===== src/rtl/pipe_hazard_scoreboard_if.sv =====
// rtl/pipe_hazard_scoreboard_if.sv - ID-stage request and hazard-control response bundle
interface pipe_hazard_scoreboard_if #(
  parameter int NUM_STAGES = 3,
  parameter int REG_AW     = 5,
  parameter int CNT_W      = 16
);
  localparam int SEL_W = $clog2(NUM_STAGES + 1);

  // Instruction currently decoded in ID
  logic              id_valid;
  logic [REG_AW-1:0] id_rn;
  logic [REG_AW-1:0] id_rm;
  logic              id_rn_used;
  logic              id_rm_used;
  logic [REG_AW-1:0] id_rd;
  logic              id_regwrite;
  logic              id_is_load;
  logic              flush;

  // Hazard-control decisions
  logic              stall;
  logic              issue;
  logic [SEL_W-1:0]  fwd_a_sel;
  logic [SEL_W-1:0]  fwd_b_sel;
  logic [CNT_W-1:0]  stall_count;

  // Pipeline front end: presents ID contents, consumes decisions
  modport master (
    output id_valid, id_rn, id_rm, id_rn_used, id_rm_used,
           id_rd, id_regwrite, id_is_load, flush,
    input  stall, issue, fwd_a_sel, fwd_b_sel, stall_count
  );

  // Scoreboard side
  modport slave (
    input  id_valid, id_rn, id_rm, id_rn_used, id_rm_used,
           id_rd, id_regwrite, id_is_load, flush,
    output stall, issue, fwd_a_sel, fwd_b_sel, stall_count
  );
endinterface


===== src/rtl/pipe_hazard_scoreboard.sv =====
// rtl/pipe_hazard_scoreboard.sv - in-flight destination scoreboard driving forwarding, load-use stalls and flushes
module pipe_hazard_scoreboard #(
  parameter int NUM_STAGES   = 3,
  parameter int REG_AW       = 5,
  parameter int ZERO_REG     = 31,
  parameter int LOAD_READY   = 2,
  parameter int FLUSH_STAGES = 1,
  parameter int CNT_W        = 16
) (
  input logic                     clk_i,
  input logic                     reset_ni,
  pipe_hazard_scoreboard_if.slave hz
);
  localparam int SEL_W = $clog2(NUM_STAGES + 1);

  // Entry k: 1 = EX (youngest) ... NUM_STAGES = oldest tracked stage
  logic              valid_q [1:NUM_STAGES];
  logic [REG_AW-1:0] rd_q    [1:NUM_STAGES];
  logic              rw_q    [1:NUM_STAGES];
  logic              ld_q    [1:NUM_STAGES];
  logic              valid_d [1:NUM_STAGES];
  logic [REG_AW-1:0] rd_d    [1:NUM_STAGES];
  logic              rw_d    [1:NUM_STAGES];
  logic              ld_d    [1:NUM_STAGES];
  logic [CNT_W-1:0]  cnt_q;
  logic [CNT_W-1:0]  cnt_d;

  logic             a_hit, b_hit, a_load, b_load;
  logic [SEL_W-1:0] a_k, b_k;
  logic             a_haz, b_haz, stall_raw, stall_w, issue_w;

  // Youngest matching producer per operand; scan oldest-first so younger overwrites
  always_comb begin
    a_hit  = 1'b0;
    a_load = 1'b0;
    a_k    = '0;
    b_hit  = 1'b0;
    b_load = 1'b0;
    b_k    = '0;
    for (int k = NUM_STAGES; k >= 1; k--) begin
      if (hz.id_rn_used && (hz.id_rn != REG_AW'(ZERO_REG)) &&
          valid_q[k] && rw_q[k] && (rd_q[k] == hz.id_rn)) begin
        a_hit  = 1'b1;
        a_load = ld_q[k];
        a_k    = SEL_W'(k);
      end
      if (hz.id_rm_used && (hz.id_rm != REG_AW'(ZERO_REG)) &&
          valid_q[k] && rw_q[k] && (rd_q[k] == hz.id_rm)) begin
        b_hit  = 1'b1;
        b_load = ld_q[k];
        b_k    = SEL_W'(k);
      end
    end
  end

  // A load whose data is not yet forwardable forces a bubble; flush overrides it
  always_comb begin
    a_haz     = hz.id_valid && a_hit && a_load && (int'(a_k) < LOAD_READY);
    b_haz     = hz.id_valid && b_hit && b_load && (int'(b_k) < LOAD_READY);
    stall_raw = a_haz || b_haz;
    stall_w   = stall_raw && !hz.flush;
    issue_w   = hz.id_valid && !stall_w && !hz.flush;
  end

  assign hz.stall       = stall_w;
  assign hz.issue       = issue_w;
  assign hz.fwd_a_sel   = a_hit ? a_k : '0;
  assign hz.fwd_b_sel   = b_hit ? b_k : '0;
  assign hz.stall_count = cnt_q;

  // Shift the scoreboard; a flush kills the ID instruction and the youngest FLUSH_STAGES entries
  always_comb begin
    valid_d[1] = issue_w;
    rd_d[1]    = issue_w ? hz.id_rd : '0;
    rw_d[1]    = issue_w && hz.id_regwrite;
    ld_d[1]    = issue_w && hz.id_is_load;
    for (int k = 2; k <= NUM_STAGES; k++) begin
      if (hz.flush && (k <= FLUSH_STAGES + 1)) begin
        valid_d[k] = 1'b0;
        rd_d[k]    = '0;
        rw_d[k]    = 1'b0;
        ld_d[k]    = 1'b0;
      end else begin
        valid_d[k] = valid_q[k-1];
        rd_d[k]    = rd_q[k-1];
        rw_d[k]    = rw_q[k-1];
        ld_d[k]    = ld_q[k-1];
      end
    end
  end

  // Saturating count of stalled cycles
  always_comb begin
    cnt_d = cnt_q;
    if (stall_w && (cnt_q != {CNT_W{1'b1}})) begin
      cnt_d = cnt_q + 1'b1;
    end
  end

  // State registers; reset discards every in-flight entry at once
  always_ff @(posedge clk_i or negedge reset_ni) begin
    if (!reset_ni) begin
      for (int k = 1; k <= NUM_STAGES; k++) begin
        valid_q[k] <= 1'b0;
        rd_q[k]    <= '0;
        rw_q[k]    <= 1'b0;
        ld_q[k]    <= 1'b0;
      end
      cnt_q <= '0;
    end else begin
      for (int k = 1; k <= NUM_STAGES; k++) begin
        valid_q[k] <= valid_d[k];
        rd_q[k]    <= rd_d[k];
        rw_q[k]    <= rw_d[k];
        ld_q[k]    <= ld_d[k];
      end
      cnt_q <= cnt_d;
    end
  end
endmodule


===== src/flat_wrapper.sv =====
// flat-port wrapper written by rule: the top's interface ports become plain ports
module pipe_hazard_scoreboard_flat 
#(
  parameter int NUM_STAGES   = 3,
  parameter int REG_AW       = 5,
  parameter int ZERO_REG     = 31,
  parameter int LOAD_READY   = 2,
  parameter int FLUSH_STAGES = 1,
  parameter int CNT_W        = 16
)
  (clk_i, reset_ni, hz_id_valid, hz_id_rn, hz_id_rm, hz_id_rn_used, hz_id_rm_used, hz_id_rd, hz_id_regwrite, hz_id_is_load, hz_flush, hz_stall, hz_issue, hz_fwd_a_sel, hz_fwd_b_sel, hz_stall_count);
  pipe_hazard_scoreboard_if #(.NUM_STAGES(NUM_STAGES), .REG_AW(REG_AW), .CNT_W(CNT_W)) hz_i ();
  input logic clk_i;
  input logic reset_ni;
  input wire logic [$bits(hz_i.id_valid)-1:0] hz_id_valid;
  input wire logic [$bits(hz_i.id_rn)-1:0] hz_id_rn;
  input wire logic [$bits(hz_i.id_rm)-1:0] hz_id_rm;
  input wire logic [$bits(hz_i.id_rn_used)-1:0] hz_id_rn_used;
  input wire logic [$bits(hz_i.id_rm_used)-1:0] hz_id_rm_used;
  input wire logic [$bits(hz_i.id_rd)-1:0] hz_id_rd;
  input wire logic [$bits(hz_i.id_regwrite)-1:0] hz_id_regwrite;
  input wire logic [$bits(hz_i.id_is_load)-1:0] hz_id_is_load;
  input wire logic [$bits(hz_i.flush)-1:0] hz_flush;
  output wire logic [$bits(hz_i.stall)-1:0] hz_stall;
  output wire logic [$bits(hz_i.issue)-1:0] hz_issue;
  output wire logic [$bits(hz_i.fwd_a_sel)-1:0] hz_fwd_a_sel;
  output wire logic [$bits(hz_i.fwd_b_sel)-1:0] hz_fwd_b_sel;
  output wire logic [$bits(hz_i.stall_count)-1:0] hz_stall_count;
  assign hz_i.id_valid = hz_id_valid;
  assign hz_i.id_rn = hz_id_rn;
  assign hz_i.id_rm = hz_id_rm;
  assign hz_i.id_rn_used = hz_id_rn_used;
  assign hz_i.id_rm_used = hz_id_rm_used;
  assign hz_i.id_rd = hz_id_rd;
  assign hz_i.id_regwrite = hz_id_regwrite;
  assign hz_i.id_is_load = hz_id_is_load;
  assign hz_i.flush = hz_flush;
  assign hz_stall = hz_i.stall;
  assign hz_issue = hz_i.issue;
  assign hz_fwd_a_sel = hz_i.fwd_a_sel;
  assign hz_fwd_b_sel = hz_i.fwd_b_sel;
  assign hz_stall_count = hz_i.stall_count;
  pipe_hazard_scoreboard #(.NUM_STAGES(NUM_STAGES), .REG_AW(REG_AW), .ZERO_REG(ZERO_REG), .LOAD_READY(LOAD_READY), .FLUSH_STAGES(FLUSH_STAGES), .CNT_W(CNT_W)) u_core (.clk_i(clk_i), .reset_ni(reset_ni), .hz(hz_i));
endmodule

===== config.mk =====
export PLATFORM = sky130hd
export DESIGN_NAME = pipe_hazard_scoreboard_flat
export DESIGN_NICKNAME = d
export VERILOG_FILES = /design/src/rtl/pipe_hazard_scoreboard_if.sv /design/src/rtl/pipe_hazard_scoreboard.sv /design/src/flat_wrapper.sv
export SDC_FILE = /design/constraint.sdc
export NUM_CORES = 1
export LEC_CHECK = 0
export ABC_AREA = 1
export CORE_AREA = 2 2 77 79
export CTS_CLUSTER_SIZE = 10
export DETAILED_ROUTE_END_ITERATION = 8
export DIE_AREA = 0 0 79 81
export PLACE_DENSITY_LB_ADDON = 0.12
export SLEW_MARGIN = 20
export SYNTH_ARGS = -nofsm -noshare
export SYNTH_HDL_FRONTEND = slang
export SYNTH_SLANG_ARGS = --single-unit

===== constraint.sdc =====
create_clock -name clk_i -period 2.2 [get_ports clk_i]
set_clock_uncertainty 0.1 [all_clocks]
set_input_delay 0.33 -clock clk_i [delete_from_list [all_inputs] [get_ports clk_i]]
set_output_delay 0.33 -clock clk_i [all_outputs]
set_load 0.03 [all_outputs]

==> implementation parameters <==
Parameter                              Value

Drt
  Vias/cell    4.570
  First-pass detailed-route iteration total    4
  WL/cell    11.80 um
  Residual DRC count    0
  Via count of the routed design    1956
  Iteration-0 DRC Markers    95
  Detailed-route wire length    5049 um
  Antenna Nets Post-Route    0

Logic synthesis
  Yosys warning count    0
  Count of state elements after synthesis    38
  Share of synthesized area occupied by flip-flops and latches    43.80%
  Number of distinct library cells after synthesis    31
  Gate Count Post-Synth    284
  Post-synth design cell area    0.002171 mm2
  Top cells by area, synth    dfrtp_1, nand2_1, inv_1
  Largest area contributor in the netlist    dfrtp_1
  Mean instance size in the synthesized netlist    7.644 um2
  Proportion of netlist area held by the largest area contributor    43.80%
  Post-Syn Nets    308

GRT
  Maximum number of pins on one net before global-route repair    39
  GRT Total Usage    17.22%
  Wire length of the first global-routing pass    8542 um
  Initial antenna violation count    0
  Vias in the first global route    1865
  Gr ovfl total    0

CTS
  CTS tree    yes
  Clock transition time at the flip-flop clock pins of the worst setup and hold paths    0.07 ns
  Clock Tree Buf Depth    2
  Cts hold-fix bufs    0
  Clock Latency Late Sink    0.28 ns
  Clock root buffer    clkbuf_8
  TritonCTS buffer count    5
  H-Tree Depth    2
  Sinks on Clock Net    38

Finish
  Area of the multi-input gates    0.001022 mm2
  Number of inserted filler cells in the final layout    585
  Layout overhead on the synthesized area    34.47%
  Nets    378
  Top library cells by usage in the layout, fill and taps aside    nand2_1, inv_1, dfrtp_1
  Number of cells in the finished layout apart from fillers    428
  Fraction of layout instances using a drive strength above 1    19.26%
  Most frequent standard cell in the layout excluding fill and tap cells    nand2_1
  Flip-flop and latch area    950.9 um2
  Ant. Diodes    0
  Post-Route Utilization    51.43%

Die
  Number of placement rows    28
  Boundary pin count    45
  Floorplan die area    0.006399 mm2
  Core footprint    0.005675 mm2
  Die width    79 um
  Starting density of the core    38.25%
  Die Ht    81 um

Timing
  Final clock period utilization by the worst path    94.20%
  Slew at the pin with the worst max-slew slack    0.4813 ns
  Setup repair after global routing missed its margin    false
  Final count of pins violating max slew    0
  Total setup violations reported at the end of the flow    0
  Final critical delay including setup and external delays    2.072 ns
  Timing-limited maximum frequency    482.5 MHz
  Final Hold Viols    29
  Worst hold slack    -0.01563 ns
  Final WS setup    0.1275 ns
  Worst slew slack as a fraction of its limit    67.91%

Setup path
  Highest net fanout along the worst path    4
  Type of the setup path with the least slack    flop to output pin
  Critical path arrival    1.64 ns
  Max stage delay cell, worst path    dfrtp_1
  Series of cell instances along the critical path    inv_1 > nor2_1 > nor3_2 > nand3_2 > buf_4 > a21boi_0 > buf_4
  Beginning of the worst register-to-register path    u_core.hz.stall_count[1]
  Required time worst endpoint    1.77 ns
  Cell occurring most often along the worst timing path    buf_4
  Critical Path End Type    output pin
  Logic depth of the worst register-to-register path    11
  Critical path launch point type    flop
  Peak per-stage delay on the critical path    0.39 ns
  FF-to-FF setup slack    0.36 ns
  Capture point of the worst reg-to-reg path    u_core.hz.stall_count[8]

Run status
  Run status    complete, but fails checks
  Violated checks    negative hold slack

Pwr
  Total power of the final layout    1.339 mW
  Worst vdd rail ir drop    0.3127 mV
  Power per cell area    458.7 mW/mm2
  Static Leak    1.483 nW

Worst hold path
  Worst Hold Class    input pin to async pin

Place
  Count of input and output buffers    44
  Final estimated routing congestion in global placement    0.9287
  Pre-CTS setup slack    -0.08448 ns
  Final HPWL DP    4002 um
  # placed instances    422

Flow run
  Count of maximum capacitance violations    0
==> report_power, final <==
group	internal [mW]	switching (mW)	leakage (nW)	total (mW)
Combinational	0.0720	0.0787	0.944	0.151
Clock	0.242	0.225	0.0431	0.466
Sequential	0.711	0.0109	0.496	0.722
==> critical path: cells and delay by family, from the launching register on <==
family | cells | cell delay [ns]
AOI/OAI and AO/OA | 1 | 0.11
buffers and inverters | 3 | 0.44
DFF | 1 | 0.39
and+or+nand+nor | 3 | 0.42
==> flip-flops by register name, indices dropped and copies added (netlist names) <==
signal and count:
u_core.rw_d 1, u_core.valid_d 1, u_core.rd_q 10, u_core.rw_q 2, u_core.rd_d 5, u_core.hz.stall_count 16, u_core.ld_q 1, u_core.valid_q 2
==> what timing repair did <==
item,4_1_cts,5_1_grt
setup endpoints to repair,6,2
setup buffers,0,0
pin swaps,1,0
resized for setup,13,1
==> worst max path at each step <==
stage                               start              end  slack, ns
after floorplan            u_core.rd_q[2]  hz_fwd_b_sel[1]       0.19
after global placement        hz_id_rn[2]         hz_issue      -0.14
after detailed placement      hz_id_rm[2]         hz_issue      -0.08
after CTS                 u_core.rd_q[11]         hz_issue       0.07
after global routing      u_core.rd_q[14]         hz_issue      0.002
final                     u_core.rd_q[11]  hz_fwd_a_sel[1]       0.13
==> Yosys cell counts (all sizes together) <==
cell type and number:
ha 1, buf 3, a21oi 7, nor2 40
inv 49, o21bai 1, nand3 17, or2 1
o21ai 7, o21a 2, and3 1, a21boi 2
dfrtp 38, nand3b 5, a211oi 1, xnor2 3
o2111ai 1, xor2 8, nor3 7, nand4 9
nand2 77, o22ai 4
==> cells by family after synthesis <==
kind of cell | Yosys count | share of synthesized area, %
compound gates | 25 | 7.031
flops | 38 | 43.80
fa+ha+maj | 1 | 0.5763
buf+inv | 52 | 9.453
xor+xnor | 11 | 4.784
simple gates | 157 | 34.35
==> final cells by class <==
type                            instances  area share (%)
Multi-Input combinational cell        194           35.02
Sequential cell                        38           32.58
Timing Repair Buffer                   66           20.06
Inverter                               49           6.301
Tap cell                               75           3.215
Clock buffer                            6           2.829
==> routing by layer <==
metal	vias up	wire [um]	GRT usage (%)	part of all wire [%]
met2	44	2173	26.02	43
li1	1025	-	-	-
met3	6	271	4.667	5.4
met4	0	58	6.207	1.1
met1	881	2546	23.81	50
met5	-	0	0	0
==> per-stage QoR <==
step,TNS [ns],cell area (um2)
after floorplan,0,2171
after global placement,-0.6333,2841
after detailed placement,-0.5850,2841
after CTS,0,2917
after global routing,0,2919
final,0,2919
No activity file was read; power rests on OpenSTA's default activity.
